**src/rtl/wave_pkg.sv**
```systemverilog
// Shared constants and FSM state encoding for the square-wave meter.
//   SAMPLE_W : width of the ADC sample stream
//   CNT_W    : width of the period / high-time counters
//   state_t  : measurement FSM states
package wave_pkg;

  localparam int unsigned SAMPLE_W = 10;
  localparam int unsigned CNT_W    = 16;

  typedef enum logic [1:0] {
    SEEK = 2'd0,
    HIGH = 2'd1,
    LOW  = 2'd2
  } state_t;

endpackage

```
**src/rtl/wave_hyst_slicer.sv**
```systemverilog
// Hysteresis slicer with registered edge detection.
//   DAC_clk : clock (rising edge)
//   rst_n   : asynchronous active-low reset
//   sample  : registered ADC sample
//   level   : sliced logic level (1 at/above HI_TH, 0 at/below LO_TH, else held)
//   rise    : one-cycle pulse, level went 0 -> 1
//   fall    : one-cycle pulse, level went 1 -> 0
module wave_hyst_slicer
  import wave_pkg::*;
#(
  parameter logic [SAMPLE_W-1:0] HI_TH = 10'd640,
  parameter logic [SAMPLE_W-1:0] LO_TH = 10'd384
) (
  input  logic                DAC_clk,
  input  logic                rst_n,
  input  logic [SAMPLE_W-1:0] sample,
  output logic                level,
  output logic                rise,
  output logic                fall
);

  logic level_next;
  logic level_d;

  always_comb begin
    level_next = level;
    if (sample >= HI_TH) begin
      level_next = 1'b1;
    end else if (sample <= LO_TH) begin
      level_next = 1'b0;
    end
  end

  // Edges are taken from the registered level against its delayed copy,
  // giving the fixed three-edge input-to-measurement latency.
  always_ff @(posedge DAC_clk or negedge rst_n) begin
    if (!rst_n) begin
      level   <= 1'b0;
      level_d <= 1'b0;
      rise    <= 1'b0;
      fall    <= 1'b0;
    end else begin
      level   <= level_next;
      level_d <= level;
      rise    <= level & ~level_d;
      fall    <= ~level & level_d;
    end
  end

endmodule

```
**src/rtl/square_wave_meter.sv**
```systemverilog
// Square-wave period / high-time meter for a sampled ADC stream.
//   DAC_clk    : clock (rising edge)
//   rst_n      : asynchronous active-low reset
//   ADC_data   : unsigned sample, one per clock
//   period     : clocks between the last two rising edges
//   high_time  : clocks high within that period
//   meas_valid : one-cycle pulse when period/high_time update
//   no_signal  : set when the running counter saturates, cleared by a measurement
module square_wave_meter
  import wave_pkg::*;
#(
  parameter logic [SAMPLE_W-1:0] HI_TH = 10'd640,
  parameter logic [SAMPLE_W-1:0] LO_TH = 10'd384
) (
  input  logic                DAC_clk,
  input  logic                rst_n,
  input  logic [SAMPLE_W-1:0] ADC_data,
  output logic [CNT_W-1:0]    period,
  output logic [CNT_W-1:0]    high_time,
  output logic                meas_valid,
  output logic                no_signal
);

  logic [SAMPLE_W-1:0] sample_q;
  logic                level;
  logic                rise;
  logic                fall;
  state_t              state;
  logic [CNT_W-1:0]    cnt;
  logic [CNT_W-1:0]    high_cnt;

  always_ff @(posedge DAC_clk or negedge rst_n) begin
    if (!rst_n) begin
      sample_q <= '0;
    end else begin
      sample_q <= ADC_data;
    end
  end

  wave_hyst_slicer #(
    .HI_TH(HI_TH),
    .LO_TH(LO_TH)
  ) u_slicer (
    .DAC_clk(DAC_clk),
    .rst_n  (rst_n),
    .sample (sample_q),
    .level  (level),
    .rise   (rise),
    .fall   (fall)
  );

  // The counter restarts at 1 on a rising edge so that its value on the
  // next edge equals the number of clocks elapsed since the previous one.
  // A saturated counter wins over a coincident edge.
  always_ff @(posedge DAC_clk or negedge rst_n) begin
    if (!rst_n) begin
      state      <= SEEK;
      cnt        <= '0;
      high_cnt   <= '0;
      period     <= '0;
      high_time  <= '0;
      meas_valid <= 1'b0;
      no_signal  <= 1'b0;
    end else begin
      meas_valid <= 1'b0;
      case (state)
        SEEK: begin
          if (rise) begin
            state <= HIGH;
            cnt   <= CNT_W'(1);
          end
        end
        HIGH: begin
          if (cnt == '1) begin
            state     <= SEEK;
            no_signal <= 1'b1;
            cnt       <= '0;
          end else begin
            cnt <= cnt + CNT_W'(1);
            if (fall) begin
              state    <= LOW;
              high_cnt <= cnt;
            end
          end
        end
        LOW: begin
          if (cnt == '1) begin
            state     <= SEEK;
            no_signal <= 1'b1;
            cnt       <= '0;
          end else if (rise) begin
            state      <= HIGH;
            period     <= cnt;
            high_time  <= high_cnt;
            meas_valid <= 1'b1;
            no_signal  <= 1'b0;
            cnt        <= CNT_W'(1);
          end else begin
            cnt <= cnt + CNT_W'(1);
          end
        end
        default: begin
          state <= SEEK;
          cnt   <= '0;
        end
      endcase
    end
  end

  logic unused_level;
  assign unused_level = level;

endmodule

```
**config.mk**
```make
export PLATFORM = sky130hd
export DESIGN_NAME = square_wave_meter
export DESIGN_NICKNAME = d
export VERILOG_FILES = /design/src/rtl/wave_pkg.sv /design/src/rtl/wave_hyst_slicer.sv /design/src/rtl/square_wave_meter.sv
export SDC_FILE = /design/constraint.sdc
export NUM_CORES = 1
export LEC_CHECK = 0
export ABC_CLOCK_PERIOD_IN_PS = 2070
export CAP_MARGIN = 0
export CORE_ASPECT_RATIO = 1.75
export CORE_MARGIN = 5
export CORE_UTILIZATION = 49
export CTS_CLUSTER_SIZE = 8
export DETAILED_ROUTE_END_ITERATION = 10
export GPL_TIMING_DRIVEN = 1
export PLACE_DENSITY = 0.84
export REMOVE_ABC_BUFFERS = 1
export SYNTH_ARGS = -nofsm -noshare
export SYNTH_HDL_FRONTEND = slang
export SYNTH_HIERARCHICAL = 1
export SYNTH_SLANG_ARGS = --single-unit
export TNS_END_PERCENT = 5
```
**constraint.sdc**
```tcl
create_clock -name DAC_clk -period 2.07 [get_ports DAC_clk]
set_clock_uncertainty 0.1 [all_clocks]
set_input_delay 0.207 -clock DAC_clk [delete_from_list [all_inputs] [get_ports DAC_clk]]
set_output_delay 0.207 -clock DAC_clk [all_outputs]
set_load 0.05 [all_outputs]
```
# ---- Word level (Yosys, flattened, before mapping)
# Index checks and enable logic that the tools add are counted.
dict set report word_totals {
  latch_bits 0
  romBits 0
  mem_count 0
  input_bits 12
  reg_bits 82
  ramBits 0
  output_inout_bits 34
}
dict set report op_classes {
  n_div 0
  n_shift 0
  n_reduce_logical 6
  n_addsub 1
  bitwise_logic 5
  eq_ne 7
  mul 0
  order_cmp 2
  n_mux 19
}
# op n
set ops {}
lappend ops {{$mux W16} 4}
lappend ops {{$pmux W16 S3} 1}
lappend ops {{$add A16 B1 Y16 const B} 1}
lappend ops {{$eq A16 B16 Y1 const B} 1}
lappend ops {{$ge A10 B10 Y1 const B} 1}
lappend ops {{$le A10 B9 Y1 const B} 1}
lappend ops {{$reduce_and A3 Y1} 3}
lappend ops {{$mux W1} 8}
lappend ops {{$mux W2} 4}
lappend ops {{$ne A3 B2 Y1 const B} 2}
lappend ops {{$pmux W2 S3} 1}
lappend ops {{$reduce_bool A2 Y1} 2}
lappend ops {{$not A1 Y1} 3}
lappend ops {{$and A1 B1 Y1} 2}
lappend ops {{$eq A2 B1 Y1 const B} 1}
lappend ops {{$eq A2 B2 Y1 const B} 1}
lappend ops {{$logic_not A2 Y1} 1}
lappend ops {{$ne A2 B1 Y1 const B} 1}
lappend ops {{$ne A2 B2 Y1 const B} 1}
lappend ops {{$pmux W1 S2} 1}

# ---- Logic depth before layout (Yosys ltp)
# Gate-level depths: netlist of run 1.
dict set report depth {
  ltp_word 4
  depth_mapped 6
}

# ---- By module
# The synthesis of run 1 kept the hierarchy.
# mod seq_area_each_um2 n_inst area_per_inst_um2 cells_per_inst
set modules_own_cells {}
lappend modules_own_cells {square_wave_meter 1951.9 1 3326.9 238}
lappend modules_own_cells {wave_hyst_slicer 100.1 1 150.1 11}

# ---- Least setup slack after synthesis of run 1
# OpenSTA, ideal clock, no wires.
dict set report synth_path {
  path_kind {reg-to-reg}
  startpoint {register cnt[0]}
  endpoint {register high_cnt[10]}
  setup_time_ns 0.125
  required_time_ns 1.845
  arrival_ns 1.984
  slack_ns -0.139
  period_less_slack_ns 2.209
  stages_incl_launch_ff 7
  n_path_buf 1
  path_cell_list {dfrtp_1 -> ha_1 -> nand4_2 -> nor4_4 -> nor2_4 -> buf_6 -> mux2_4}
}
dict set report synth_via {
  elab_chain_len 3
}
# element line_no
set synth_lines {}
lappend synth_lines {{start: declaration} square_wave_meter.sv:29} ;# logic [CNT_W-1:0] cnt;
lappend synth_lines {{start signal: assignment} square_wave_meter.sv:79} ;# cnt <= cnt + CNT_W'(1);
lappend synth_lines {{start signal: assignment} square_wave_meter.sv:99} ;# cnt <= cnt + CNT_W'(1);
lappend synth_lines {{$eq A16 B16 Y1} square_wave_meter.sv:74} ;# if (cnt == '1) begin
lappend synth_lines {{$not A1 Y1 (no line)} -}
lappend synth_lines {{$reduce_and A3 Y1 (no line)} -}
lappend synth_lines {{end signal: assignment} square_wave_meter.sv:82} ;# high_cnt <= cnt;
lappend synth_lines {{end: declaration} square_wave_meter.sv:30} ;# logic [CNT_W-1:0] high_cnt;
# Every way passes these cells.
# A chain may end at the register's enable or synchronous reset.

# ---- Final worst setup path of run 1
dict set report layout_path {
  startpoint {register cnt[15]}
  endpoint {register period[3]}
}
dict set report layout_via {
  elab_chain_len 3
}
# element line_no
set layout_lines {}
lappend layout_lines {{$eq A16 B16 Y1} square_wave_meter.sv:87} ;# if (cnt == '1) begin
lappend layout_lines {{$not A1 Y1 (no line)} -}
lappend layout_lines {{$reduce_and A3 Y1 (no line)} -}
lappend layout_lines {{end signal: assignment} square_wave_meter.sv:93} ;# period <= cnt;
lappend layout_lines {{end: declaration} square_wave_meter.sv:18} ;# output logic [CNT_W-1:0] period,
# Every way passes these cells.

==> results by group, run 1 <==
Synthesis
  • Ys Warns: 6
  • Largest cells by area after synthesis: dfrtp_1 (59%), mux2_4 (16%), mux2_2 (3.2%)
  • Post-synth top flop: dfrtp_1
  • Post-synth top area cell: dfrtp_1
  • Post-synth EDFFs: 0
  • Top-count cell post-synth: dfrtp_1
  • Synth Register Bits: 82
  • Netlist cell types: 40
  • Ys async rst share: 100.0%
  • Synth Instances: approximately 250
  • Post-synth top area share: 59.01%
  • Sequential share of the synthesized area: 59.01%
  • Avg Inst Size Synth: roughly 14 um2
  • Synthesized area: 0.003477 mm2
  • Synth top cells by count: dfrtp_1 (82), mux2_4 (38), a21oi_1 (15)

Route
  • # DRC: 0
  • Starting DRT DRC Count: 151
  • Drt total wl: a little under 7000 um
  • First-pass DRT Iterations: 4
  • Number of routed nets with antenna violations: 0
  • Vias per std cell: roughly 5.5
  • Via count: 2,226
  • DR WL/cell: 16.94 um

Floorplan
  • Die W: 73.68 um
  • Std cell rows: 40
  • Core Box Area: 0.006907 mm2
  • Die ar.: 0.008947 mm2
  • Chip height: between 100 and 150 um
  • I/O Pins: 46
  • Starting Density: 50.34%

Final layout
  • Non-Filler Instances: 405
  • Area Growth Syn to Fin: 28.61%
  • Finished Cell Area: approximately 0.0045 mm2
  • Antenna diode count: 0
  • Fin util: ~65%
  • Layout cell share with drive strength beyond 1: 29.60%
  • NumNets Final: 330

Worst setup path
  • Req. time, crit path: 2.18 ns
  • Crit Path Max Fanout: 19
  • CP Class: reg2reg
  • Critical path capture point type: flip-flop
  • Type of origin of the critical path: flip-flop
  • Crit path DAT: 2.06 ns

Timing
  • Setup ws final: 0.1274 ns
  • Maximum operating frequency: 514.8 MHz
  • Final min period: 1.943 ns
  • Tcrit/Tclk final: a little over nine tenths
  • Finish-stage setup viols: 0
  • Final Max Slew Viols: 0
  • Slew HR: about 65%
  • Worst slew pin tran: roughly 0.52 ns
  • RSZ-0062 raised after global routing: no
  • Final hold violations: 0

GRT
  • Remaining global-route overflow: 0
  • Pin count of the biggest net entering global routing: slightly below 50
  • First-pass GRT wire length: about 11,000 um
  • GRT Total Usage: between 10% and 20%
  • Initial antenna violation count: 0
  • Vias in the first global route: 2,412

Clock tree
  • CTS tree: built
  • Root buf cell: clkbuf_16
  • Worst skew pair latency: approximately 0.33 ns
  • H-tree Lvls: 3
  • Num Clock Sinks: 82
  • Setup repair bufs after CTS: 0
  • Worst-case clock buffer depth: 2
  • Clk pin slew, worst setup/hold paths: 0.06 ns
  • CTS buffer count: 9

Pwr
  • Clock Power Share: 31.3%
  • PwrDens: 1035 mW/mm2
  • Combinational share of power: 27.7%
  • Max rail drop VDD: between 700 and 800 uV
  • Net Sw Frac: between 30% and 40%
  • Flop pwr share: between 40% and 50%
  • Leakage Power: slightly above 2 nW
  • Switching power: roughly 1.4 mW
  • Int Pwr: 3.180 mW

Placement
  • Placer congestion estimate: 0.8950
  • Dpl hpwl: 4851 um
  • Setup WS pre-CTS: 0.1034 ns
  • Port bufs: 45
  • DP Area: 0.004188 mm2
  • Placed insts: 389

Run status
  • Status: finished, final reports clean

Hold path
  • Worst min path class: in2reg

Run
  • Total of max-cap violations: 0
-- routing by layer --
metal	share of wire (%)	global-route usage (%)
met3	4.3	4.643
met1	39	18.46
met4	3.3	9.751
met5	0	0
met2	53	27.83
-- critical path: stages (launching register included) --
cell	delay, ns
dfrtp_1	0.42
nand4_1	0.21
nor4_4	0.50
nor2_4	0.09
buf_12	0.18
mux2_4	0.31
-- flip-flops by register name, indices dropped and copies added, names as in the netlist --
signal / flops
u_slicer/fall: 1
sample_q: 10
u_slicer/level_d: 1
high_cnt: 16
period: 16
u_slicer/rise: 1
meas_valid: 1
no_signal: 1
cnt: 16
u_slicer/level: 1
high_time: 16
state: 2
-- timing repair --
action | CTS | global route
hold buffers | 1 | 0
setup endpoints to repair | 0 | 13
endpoints found under the hold margin | 34 | 0
gates resized for setup | 0 | 1
-- final cells by class --
type | count | area (um2)
fillers | 540 | 2435
flip-flops and latches | 82 | 2052
multi-input cells | 152 | 1334
repair buffers | 70 | 700.7
clock buffers | 13 | 260.3
well taps | 84 | 105.1
clock inverters | 2 | 12.51
inverters | 2 | 7.507
-- cell usage in the layout, fill, tap and decap left out, types with 3 or more instances in the layout --
cell type / n
a21o_1: 4
a21oi_1: 15
buf_12: 5
buf_4: 20
clkbuf_16: 9
clkdlybuf4s50_1: 44
dfrtp_1: 82
mux2_2: 10
mux2_4: 38
nand2_1: 13
nand3_1: 4
nand4_1: 5
nor2_1: 12
nor2b_1: 4
nor3_1: 4
nor4_1: 3
o21ai_0: 5
o31ai_1: 3
or4_1: 3
xor2_1: 5
-- stage by stage --
stage	TNS, ns	hold WS (ns)	power, mW
finish	0	0.2130	4.628
global route	0	0.1998	4.826
CTS	0	0.2009	4.656
detailed placement	0	0.08372	3.197
global placement	0	0.07830	3.165
floorplan	-8.691	-0.1886	2.682
-- cell families (layout without fill, tap and decap cells) --
kind of cell    after synthesis  after routing  synth area share (%)
fa+ha+maj                     1              1                0.3598
xor+xnor                      7              7                 1.763
mux                          48             48                 19.65
buf+inv                      15             87                 2.663
compound gates               35             35                 6.189
simple gates                 61             61                 10.36
flops                        82             82                 59.01
-- final timing paths --
kind,startpoint,endpoint,slack [ns],depth (start not counted)
worst min register to register,u_slicer/level_d,u_slicer/rise,0.32,1
min in group asynchronous,rst_n,high_cnt[7],0.26,2
max in group asynchronous,rst_n,sample_q[1],1.01,3
worst max-delay path,cnt[15],period[3],0.13,5
worst min-delay path,ADC_data[8],sample_q[8],0.21,1
worst max register to register,cnt[15],period[3],0.13,5
-- power groups by stage --
| stage | sequential (mW) | clock (mW) | combinational [mW] |
|---|---|---|---|
| 2_1_floorplan | 2.19 | 0 | 0.487 |
| 3_3_place_gp | 1.92 | 0 | 1.24 |
| 3_5_place_dp | 1.93 | 0 | 1.27 |
| 4_1_cts | 1.90 | 1.47 | 1.28 |
| 5_1_grt | 1.92 | 1.54 | 1.36 |
| 6_report | 1.90 | 1.45 | 1.28 |
Note: power is estimated with default switching activity, not from simulation.
==> run 2, diff against run 1 <==
- ABC_CLOCK_PERIOD_IN_PS: 2070 -> 1900
- CAP_MARGIN: 0 -> 15
- CORE_UTILIZATION: 49 -> 54
- CTS_CLUSTER_SIZE: 8 -> 20
- PLACE_DENSITY: 0.84 -> 0.87
- clock period: 2.07 -> 1.9 ns (I/O delays scaled with it)
==> run 2 against run 1 <==
Cell count increased by 2.2%; register-to-register slack got worse by 0.07 ns; routed wire length rose by 3.6%; clock-buffer cell count down 4; sequential share of layout area down 0.48 points; global-route usage grew 2.3 points; die area decreased by 8.3%; design area increased by 1.1%; hold slack lost 0.050 ns; sequential power grew 9%; combinational power grew 16%.
==> results by group, run 2 (synthesis results as in run 1) <==
Pwr
  • Switching power: between 1.5 and 2 mW
  • Clock Power Share: 27.6%
  • Combinational share of power: 30.2%
  • PwrDens: 1086 mW/mm2
  • Max rail drop VDD: between 900 and 1000 uV
  • Net Sw Frac: 32.93%
  • Int Pwr: 3.293 mW
  • Leakage Power: 2.142 nW
  • Flop pwr share: between 40% and 50%

Clock tree
  • CTS buffer count: 9
  • Root buf cell: clkbuf_8
  • Clk pin slew, worst setup/hold paths: about 0.090 ns
  • H-tree Lvls: 3
  • Num Clock Sinks: 82
  • Worst skew pair latency: approximately 0.37 ns
  • CTS tree: built
  • Worst-case clock buffer depth: 2

Worst setup path
  • Crit Path Max Fanout: 2
  • Crit path DAT: about 1.6 ns
  • Type of origin of the critical path: flip-flop
  • Critical path capture point type: output pin
  • CP Class: reg2out
  • Cell chain of the critical path: clkdlybuf4s50_1
  • Reg-to-Reg Start: cnt[1]
  • Crit-path max cell delay: 0.81 ns
  • Setup crit start: period[7]
  • Req. time, crit path: 1.61 ns
  • Worst path buffer plus inverter count: 1
  • CP max-delay cell: clkdlybuf4s50_1
  • Crit-path leading delay family: buffers and inverters

Route
  • Drt total wl: just over 7000 um
  • DR WL/cell: ~17 um
  • Number of routed nets with antenna violations: 0
  • # DRC: 0
  • First-pass DRT Iterations: 4
  • Starting DRT DRC Count: 147
  • Via count: 2,277
  • Vias per std cell: 5.500

Final layout
  • Area Growth Syn to Fin: 29.97%
  • NumNets Final: 342
  • Antenna diode count: 0
  • Most frequent cells in the layout: dfrtp_1 (82), buf_4 (39), mux2_4 (38)
  • Most common cell after layout, fill and taps aside: dfrtp_1
  • Layout cell share with drive strength beyond 1: 36.23%
  • Fin util: 72.56%

Run status
  • Status: finished, final reports clean

Floorplan
  • Starting Density: 55.83%
  • Chip height: ~120 um
  • Core Box Area: approximately 0.0062 mm2
  • Die ar.: 0.008207 mm2
  • I/O Pins: 46
  • Die W: 70.66 um
  • Std cell rows: 38

Timing
  • Final min period: between 1.5 and 2 ns
  • Final Max Slew Viols: 0
  • Finish-stage setup viols: 0
  • RSZ-0062 raised after global routing: yes
  • WHS: 0.1626 ns
  • Tcrit/Tclk final: 97.03%
  • Final hold violations: 0
  • Maximum operating frequency: 542.4 MHz
  • Slew HR: 64.12%
  • Worst slew pin tran: 0.5340 ns

Hold path
  • HP Start: ADC_data[7]
  • Worst min path class: in2reg

GRT
  • First-pass GRT wire length: roughly 12,000 um
  • Pin count of the biggest net entering global routing: 30
  • Vias in the first global route: 2,520
  • Remaining global-route overflow: 0
  • GRT Total Usage: 19.01%
  • Initial antenna violation count: 0

Placement
  • Placer congestion estimate: 0.8861
  • Port bufs: 45
  • Dpl hpwl: 5013 um

Run
  • Total of max-cap violations: 0
[run 2: cell count changes in the layout (fill, tap and decap cells not counted), moves of 2 or more]
cell,before,now
clkbuf_8,2,9
buf_4,20,39
clkbuf_16,9,0
bufinv_16,0,2
dlymetal6s2s_1,0,2
clkbuf_1,2,0
nor4_2,1,3
clkdlybuf4s50_1,44,36
nor4_1,3,1
[run 2: what timing repair did]
item / in CTS / in global routing
gates resized for setup: 2 / 8
setup buffers: 2 / 0
hold buffers: 1 / 0
hold endpoints to repair: 82 / 0
pin swaps: 2 / 1
endpoints found under the setup margin: 27 / 13
[run 2: worst paths after layout]
| path | to | slack, ns | depth (start not counted) |
|---|---|---|---|
| max | period[7] | 0.06 | 1 |
| min | sample_q[7] | 0.16 | 1 |
| max reg2reg | high_time[15] | 0.06 | 7 |
| min reg2reg | u_slicer/rise | 0.32 | 1 |
| max in group asynchronous | u_slicer/level | 1.00 | 3 |
| min in group asynchronous | cnt[15] | 0.17 | 2 |
[run 2: cell type report]
cell class              instances  area [um2]
flip-flops and latches         82        2052
repair buffers                 82       768.2
multi-input cells             152        1374
fillers                       385        1709
clock inverters                 7       93.84
clock buffers                   9       123.9
well taps                      80       100.1
inverters                       2       7.507
[run 2: stage by stage]
stage | TNS [ns] | total power, mW | area (um2) | setup slack (ns) | std cells
6_report | 0 | 4.909 | 4519 | 0.05635 | 414
5_1_grt | -0.01519 | 5.125 | 4519 | -0.008531 | 414
4_1_cts | 0 | 4.915 | 4484 | 0.004079 | 414
3_5_place_dp | -0.2720 | 3.525 | 4230 | -0.01693 | 395
3_3_place_gp | 0 | 3.480 | 4230 | 0.06157 | 395
2_1_floorplan | -18.52 | 2.922 | 3392 | -0.4257 | 236
[run 2: routing by layer]
| metal | share of wire (%) | global-route usage [%] | routed length [um] |
|---|---|---|---|
| met4 | 3.4 | 12.30 | 238 |
| met5 | 0 | 0 | 0 |
| met3 | 3.9 | 4.307 | 276 |
| met1 | 39 | 20.90 | 2775 |
| met2 | 54 | 32.92 | 3814 |
[run 2: power by group through the flow]
stage | combinational [mW] | clock, mW | sequential, mW
after floorplan | 0.531 | 0 | 2.39
after global placement | 1.39 | 0 | 2.09
after detailed placement | 1.43 | 0 | 2.09
after CTS | 1.46 | 1.39 | 2.07
after global routing | 1.57 | 1.46 | 2.10
final | 1.48 | 1.36 | 2.07
